### config.mk
export PLATFORM = sky130hd
export DESIGN_NAME = rca_seq_ctrl
export DESIGN_NICKNAME = d
export VERILOG_FILES = /design/src/rtl/rca_seq_ctrl.sv
export SDC_FILE = /design/constraint.sdc
export NUM_CORES = 1
export LEC_CHECK = 0
export BUFFER_PORTS_ARGS = -buffer_cell sky130_fd_sc_hd__buf_2
export CAP_MARGIN = 10
export CORE_AREA = 2 2 89 91
export DETAILED_ROUTE_END_ITERATION = 8
export DIE_AREA = 0 0 91 93
export PLACE_DENSITY = 0.53
export SYNTH_ARGS = -nofsm -noshare
export SYNTH_HDL_FRONTEND = slang
export SYNTH_SLANG_ARGS = --single-unit
### constraint.sdc
create_clock -name clk -period 3.65 [get_ports clk]
set_input_delay 0.73 -clock clk [delete_from_list [all_inputs] [get_ports clk]]
set_output_delay 0.73 -clock clk [all_outputs]
set_load 0.01 [all_outputs]
### src/rtl/rca_seq_ctrl.sv
// Sequential WIDTH-bit adder: one 4-bit ripple-carry slice reused per nibble, LSB nibble first.
// Optional SUB_EN macro adds a 'sub' input that latches ~b and forces carry-in to 1 (a - b).
module rca_seq_ctrl #(
   parameter int NIBBLES = 4
) (
   input  logic                   clk,
   input  logic                   rst,
   input  logic                   in_valid,
   output logic                   in_ready,
   input  logic [4*NIBBLES-1:0]   a,
   input  logic [4*NIBBLES-1:0]   b,
   input  logic                   cin,
   output logic                   out_valid,
   input  logic                   out_ready,
   output logic [4*NIBBLES-1:0]   sum,
   output logic                   cout,
   output logic                   busy
`ifdef SUB_EN
   ,
   input  logic                   sub
`endif
);

   localparam int WIDTH = 4 * NIBBLES;
   localparam int IDX_W = (NIBBLES > 1) ? $clog2(NIBBLES) : 1;
   localparam logic [IDX_W-1:0] LAST_IDX = IDX_W'(NIBBLES - 1);

   typedef enum logic [1:0] {
      IDLE = 2'd0,
      RUN  = 2'd1,
      DONE = 2'd2
   } state_t;

   state_t           state_reg, state_next;
   logic [WIDTH-1:0] a_reg, a_next;
   logic [WIDTH-1:0] b_reg, b_next;
   logic [WIDTH-1:0] sum_reg, sum_next;
   logic [IDX_W-1:0] idx_reg, idx_next;
   logic             carry_reg, carry_next;
   logic             cout_reg, cout_next;
   logic             sub_mode;

   logic [3:0]       a_nib, b_nib, rca_sum;
   logic [4:0]       rca_c;

`ifdef SUB_EN
   assign sub_mode = sub;
`else
   assign sub_mode = 1'b0;
`endif

   // The single shared 4-bit ripple-carry slice, fed by the current nibble.
   assign a_nib    = a_reg[{idx_reg, 2'b00} +: 4];
   assign b_nib    = b_reg[{idx_reg, 2'b00} +: 4];
   assign rca_c[0] = carry_reg;

   generate
      for (genvar gi = 0; gi < 4; gi++) begin : g_fa
         assign rca_sum[gi]  = a_nib[gi] ^ b_nib[gi] ^ rca_c[gi];
         assign rca_c[gi+1]  = (a_nib[gi] & b_nib[gi]) | (rca_c[gi] & (a_nib[gi] ^ b_nib[gi]));
      end
   endgenerate

   always_comb begin
      state_next = state_reg;
      a_next     = a_reg;
      b_next     = b_reg;
      sum_next   = sum_reg;
      idx_next   = idx_reg;
      carry_next = carry_reg;
      cout_next  = cout_reg;
      in_ready   = 1'b0;
      out_valid  = 1'b0;
      busy       = 1'b0;

      case (state_reg)
         IDLE: begin
            in_ready = 1'b1;
            if (in_valid) begin
               a_next     = a;
               b_next     = sub_mode ? ~b : b;
               carry_next = sub_mode ? 1'b1 : cin;
               idx_next   = '0;
               state_next = RUN;
            end
         end
         RUN: begin
            busy                             = 1'b1;
            sum_next[{idx_reg, 2'b00} +: 4]  = rca_sum;
            carry_next                       = rca_c[4];
            if (idx_reg == LAST_IDX) begin
               cout_next  = rca_c[4];
               state_next = DONE;
            end else begin
               idx_next = idx_reg + IDX_W'(1);
            end
         end
         DONE: begin
            out_valid = 1'b1;
            if (out_ready) begin
               state_next = IDLE;
            end
         end
         default: begin
            state_next = IDLE;
         end
      endcase
   end

   always_ff @(posedge clk or posedge rst) begin
      if (rst) begin
         state_reg <= IDLE;
         a_reg     <= '0;
         b_reg     <= '0;
         sum_reg   <= '0;
         idx_reg   <= '0;
         carry_reg <= 1'b0;
         cout_reg  <= 1'b0;
      end else begin
         state_reg <= state_next;
         a_reg     <= a_next;
         b_reg     <= b_next;
         sum_reg   <= sum_next;
         idx_reg   <= idx_next;
         carry_reg <= carry_next;
         cout_reg  <= cout_next;
      end
   end

   assign sum  = sum_reg;
   assign cout = cout_reg;

endmodule

* Yosys cells after proc, flatten, opt, wreduce, memory -nomap -nowiden
Cells that the tools add are included.
** Storage, ports and cells
- Register bits :: 54
- Input bits :: 37
- Word-level logic and storage cells :: 60
** Operators by class
- $add $sub $neg :: 2
- Equal/unequal tests :: 7
- Shift-type cells :: 4
- Mux-type cells :: 13
- Bitwise logic cells :: 20
- Reduce and logical (&&, ||, !) cells :: 7
** Operator list (number)
- indexed part select 16 x 5 -> 4 bit :: 2
- bitwise mux 16 bit :: 1
- variable shift 4 x 6 -> 16 bit, first input constant :: 1
- indexed part select 4 x 6 -> 16 bit :: 1
- 2-to-1 mux 2 bit :: 5
- bitwise AND 1 bit :: 8
- != test 2 bit, second input constant :: 4
- XOR 1 bit :: 8
- negation 4 -> 6 bit :: 1
- one-hot mux 2 bit (3 select lines) :: 1
- AND reduction 2 bit :: 3
- AND reduction 3 bit :: 2
- == test 2 bit, second input constant :: 2
- 2-to-1 mux 1 bit :: 4
- OR 1 bit :: 4
- one-hot mux 2 bit (2 select lines) :: 1
- adder 2 x 1 -> 2 bit, second input constant :: 1
- == test 2 x 1 -> 1 bit, second input constant :: 1
- logical NOT 2 bit :: 1
- one-hot mux 1 bit (2 select lines) :: 1
- nonzero test 2 bit :: 1

* Depth between registers and ports, before layout
- Word-level depth :: 11
- Depth in mapped cells :: 10
- Mapped depth without buffers :: 9

* Worst setup path after synthesis
Ideal clock, no wire load.
- Kind :: reg-to-reg
- Start point :: register idx_reg[0]
- End point :: register sum_reg[15] (netlist: sum[15])
- Library setup time :: 0.121 ns
- Arrival :: 2.753 ns
- Data required time :: 3.529 ns
- Setup slack :: 0.776 ns
- Stages on the path, launching flop included :: 10
- Buffers on the path :: 1
- Clock period less this slack :: 2.874 ns
- Cells stage by stage :: dfrtp_1 > buf_4 > mux4_2 > fa_1 > inv_1 > fa_1 > fa_1 > inv_1 > fa_1 > a22o_1
** Between the ends
- Word-level cells in the longest chain between the ends :: 11
- Elaborated cells between the ends (all ways) :: 23
** RTL lines
- start: declaration :: RTL line 38 : logic [IDX_W-1:0] idx_reg, idx_next;
- start signal: assignment :: RTL line 124 : idx_reg <= idx_next;
- indexed part select 16 x 5 -> 4 bit, on equally long branches :: RTL line 53, 54
- XOR 1 bit :: RTL line 59, 60
- bitwise AND 1 bit :: RTL line 60 : assign rca_c[gi+1] = (a_nib[gi] & b_nib[gi]) | (rca_c[gi] & (a_nib[gi] ^ b_nib[gi]));
- OR 1 bit :: RTL line 60
- bitwise AND 1 bit :: RTL line 60
- OR 1 bit :: RTL line 60
- bitwise AND 1 bit :: RTL line 60
- OR 1 bit :: RTL line 60
- XOR 1 bit :: RTL line 59 : assign rca_sum[gi] = a_nib[gi] ^ b_nib[gi] ^ rca_c[gi];
- indexed part select 4 x 6 -> 16 bit :: RTL line 89 : sum_next[{idx_reg, 2'b00} +: 4] = rca_sum;
- bitwise mux 16 bit (*) :: RTL line 89
- end signal: assignment :: RTL line 123 : sum_reg <= sum_next;
- end: declaration :: RTL line 37 : logic [WIDTH-1:0] sum_reg, sum_next;
Mark *: on every way between the ends. The rest lies on a longest branch, timed or not.
A chain may end at the register's enable or synchronous reset.

* Worst setup path in the final report
- Start point :: register idx_reg[0]
- End point :: register sum_reg[11] (netlist: sum[11])
The elaborated chain is that of the path after synthesis.

==> run_results.csv <==
group,metric,value,unit
run_status,status,"complete, no violations",
clock_network,cts-buffers-inserted,5,
finish,n_fill_cell,783,
placement,dp_hpwl,3721,um
logic_synthesis,synth-seq-area-share,0.5281,
clock_network,clk_path_buf_depth,2,
power,seqPwrFrac,0.377,
setup_path,critPathLaunch,"idx_reg[0]",
setup_path,reg2reg_slack,0.76,ns
setup_path,worst_path_most_repeated_cell,"fa_1",
clock_network,cts_resized,0,
setup_path,worst-setup-path-type,"flop to flop",
placement,place_area,0.002938,mm^2
detailed_routing,drtIter0Drc,44,
worst_hold_path,hp-start,"sum[1]",
die,rows,32,
power,switchingPower,1111,uW
power,p_clk_frac,0.141,
global_route,grt_pass1_wl,8314,um
power,p_leak,0.001459,uW
setup_path,endpoint,"sum[11]",
sta,finClkSkew,0.002640,ns
clock_network,ctsHoldBuffers,0,
clock_network,clkTransAtPathRegs,0.09,ns
logic_synthesis,ys_ff_latch,54,
clock_network,root_buffer,"clkbuf_8",
power,p_per_area,960.0,mW/mm^2
run,max-cap-violations,0,
detailed_routing,drc,0,
setup_path,reg2reg_to,"sum[11]",
logic_synthesis,synthCells,173,
finish,area_growth,19.22,%
sta,period_share,0.7915,
sta,grt_setup_unrepaired,"false",
logic_synthesis,netlist_area,0.002559,mm^2
logic_synthesis,synth_warnings,0,
logic_synthesis,syn_nets,220,
die,start_util,0.3399,
die,die_x,91,um
clock_network,clkLatencyLatePin,0.30,ns
sta,tightest_slew,0.7570,ns
detailed_routing,vias,1573,
power,comb_power_share,0.482,
setup_path,critPathSlowestCell,"dfrtp_1",
sta,slew_viol_final,0,
die,die_h,93,um
setup_path,cp_data_required_time,3.85,ns
finish,fin_util,0.4053,
worst_hold_path,hold_path.class,"flop to flop",
clock_network,post_cts_buffers,0,
clock_network,cts_tree,"built",
clock_network,clock_sinks,54,
setup_path,reg2reg_depth,8,
detailed_routing,antenna_left,0,
placement,gp_congestion,0.7488,
finish,mostFrequentLayoutCell,"buf_2",
setup_path,critPathArrivalTime,3.09,ns
detailed_routing,drt-pass1-iter-count,4,
finish,nNetsFinal,279,
sta,report.final.hold_viol_count,0,
finish,diodes,0,
power,p_sw_frac,0.3795,
power,ir_drop,0.0003585,V
global_route,track_usage,0.1243,
placement,port_buffers,56,
finish,stdcell_area,0.003050,mm^2
setup_path,end_kind,"flop",
global_route,overflow,0,
die,die_area,0.008463,mm^2
setup_path,cpPeakStageDelay,0.61,ns
sta,period_needed,2.889,ns
finish,layout-drive-gt1-share,0.5086,
clock_network,h-tree-depth,2,
detailed_routing,wl_per_cell,14.88,um
setup_path,timing.rr.start,"idx_reg[0]",
detailed_routing,routed_wl,4969,um
die,num_io_pins,57,
setup_path,crit_chain,"mux4_2 > fa_1 > inv_1 > fa_1 > fa_1 > inv_1 > fa_1 > a22o_1",
global_route,grt_antenna_before_repair,0,
global_route,grt_pass1_vias,1585,
sta,clock.fmax,346.2,MHz
power,intPower,1817,uW
logic_synthesis,syn_area_per_cell,14.79,um^2
die,core,0.007527,mm^2
sta,slew_headroom,0.4946,
setup_path,crit_fanout,8,
finish,layout_common_cells,"56 x buf_2, 54 x dfrtp_1, 34 x mux2_2",
sta,setup_viol,0,
sta,finalSetupTns,0,ns
setup_path,start_kind,"flop",
detailed_routing,vias_per_cell,4.710,
logic_synthesis,yosysUniqueCellTypes,31,
global_route,grt_max_degree,36,
==> power by group through the flow <==
| stage | Sequential, uW | Combinational [uW] | Clock, uW |
|---|---|---|---|
| CTS | 1110 | 1440 | 427 |
| detailed placement | 1130 | 1440 | 0 |
| global placement | 1130 | 1420 | 0 |
| global route | 1160 | 1580 | 452 |
| floorplan | 1040 | 1130 | 0 |
| finish | 1100 | 1410 | 413 |
==> per-stage QoR <==
step | total power (uW) | cells | hold slack, ns | setup slack, ns
final | 2928 | 334 | 0.4810 | 0.7612
after detailed placement | 2564 | 327 | 0.4690 | 0.7165
after global routing | 3192 | 334 | 0.5118 | 0.5450
after floorplan | 2168 | 173 | 0.4751 | 0.7762
after global placement | 2551 | 327 | 0.4578 | 0.7916
after CTS | 2979 | 334 | 0.4921 | 0.7025
==> routing by layer <==
metal / wire length, um / global-route usage / vias to the layer above
met2: 2245 / 0.1840 / 46
met3: 278 / 0.03787 / 6
met4: 49 / 0.03030 / 0
met1: 2395 / 0.1792 / 784
met5: 0 / 0 / -
li1: - / - / 737
==> cells in the mapped netlist, drive strengths merged <==
library cell	number	area [um^2]
dfrtp	54	1351
mux2	34	382.9
a22o	12	105.1
inv	12	45.04
mux4	8	180.2
nand2	7	26.28
buf	6	53.79
ha	6	75.07
fa	4	80.08
nand3b	4	71.32
nor2	4	15.01
o21ai	4	20.02
nand2b	2	12.51
nor3	2	15.01
nor3b	2	31.28
o31ai	2	15.01
a21oi	1	5.000
and2b	1	7.510
and3b	1	8.760
clkbuf	1	3.750
nand3	1	5.000
nor2b	1	6.260
nor4	1	12.51
nor4b	1	15.01
o41ai	1	8.760
or3	1	6.260
==> how the worst min path moves through the flow <==
| stage | to | slack, ns | cells past startpoint |
|---|---|---|---|
| final | sum[1] | 0.48 | 2 |
| after global routing | sum[1] | 0.51 | 2 |
| after CTS | sum[5] | 0.49 | 2 |
| after detailed placement | sum[13] | 0.47 | 2 |
| after global placement | sum[1] | 0.46 | 2 |
| after floorplan | a_reg[10] | 0.48 | 1 |
==> area by class of cell <==
class	count	area, um^2	share of cell area
clock buffer	6	82.58	0.02707
clock inverter	1	30.03	0.009844
inverter	12	45.04	0.01477
multi-input combinational	100	1111	0.3642
sequential	54	1351	0.4430
tap	102	127.6	0.04184
timing repair buffer	59	302.8	0.09926
==> kinds of logic (layout without fill, tap and decap cells) <==
logic type | Yosys count | in the layout | share of synthesized area
AO/OA/AOI/OAI | 20 | 20 | 0.06014
AND/OR/NAND/NOR | 28 | 28 | 0.09095
multiplexers | 42 | 42 | 0.2200
adder cells (fa/ha/maj) | 10 | 10 | 0.06064
buffers and inverters | 19 | 78 | 0.04009
flip-flops | 54 | 54 | 0.5281
==> critical path, delay by kind of cell (launching register included) <==
kind	cells	cell delay, ns
muxes	1	0.59
adders and majority gates	4	1.23
DFF	1	0.61
AOI/OAI and AO/OA	1	0.23
buffers and inverters	2	0.13
(Power assumes the default switching activity.)
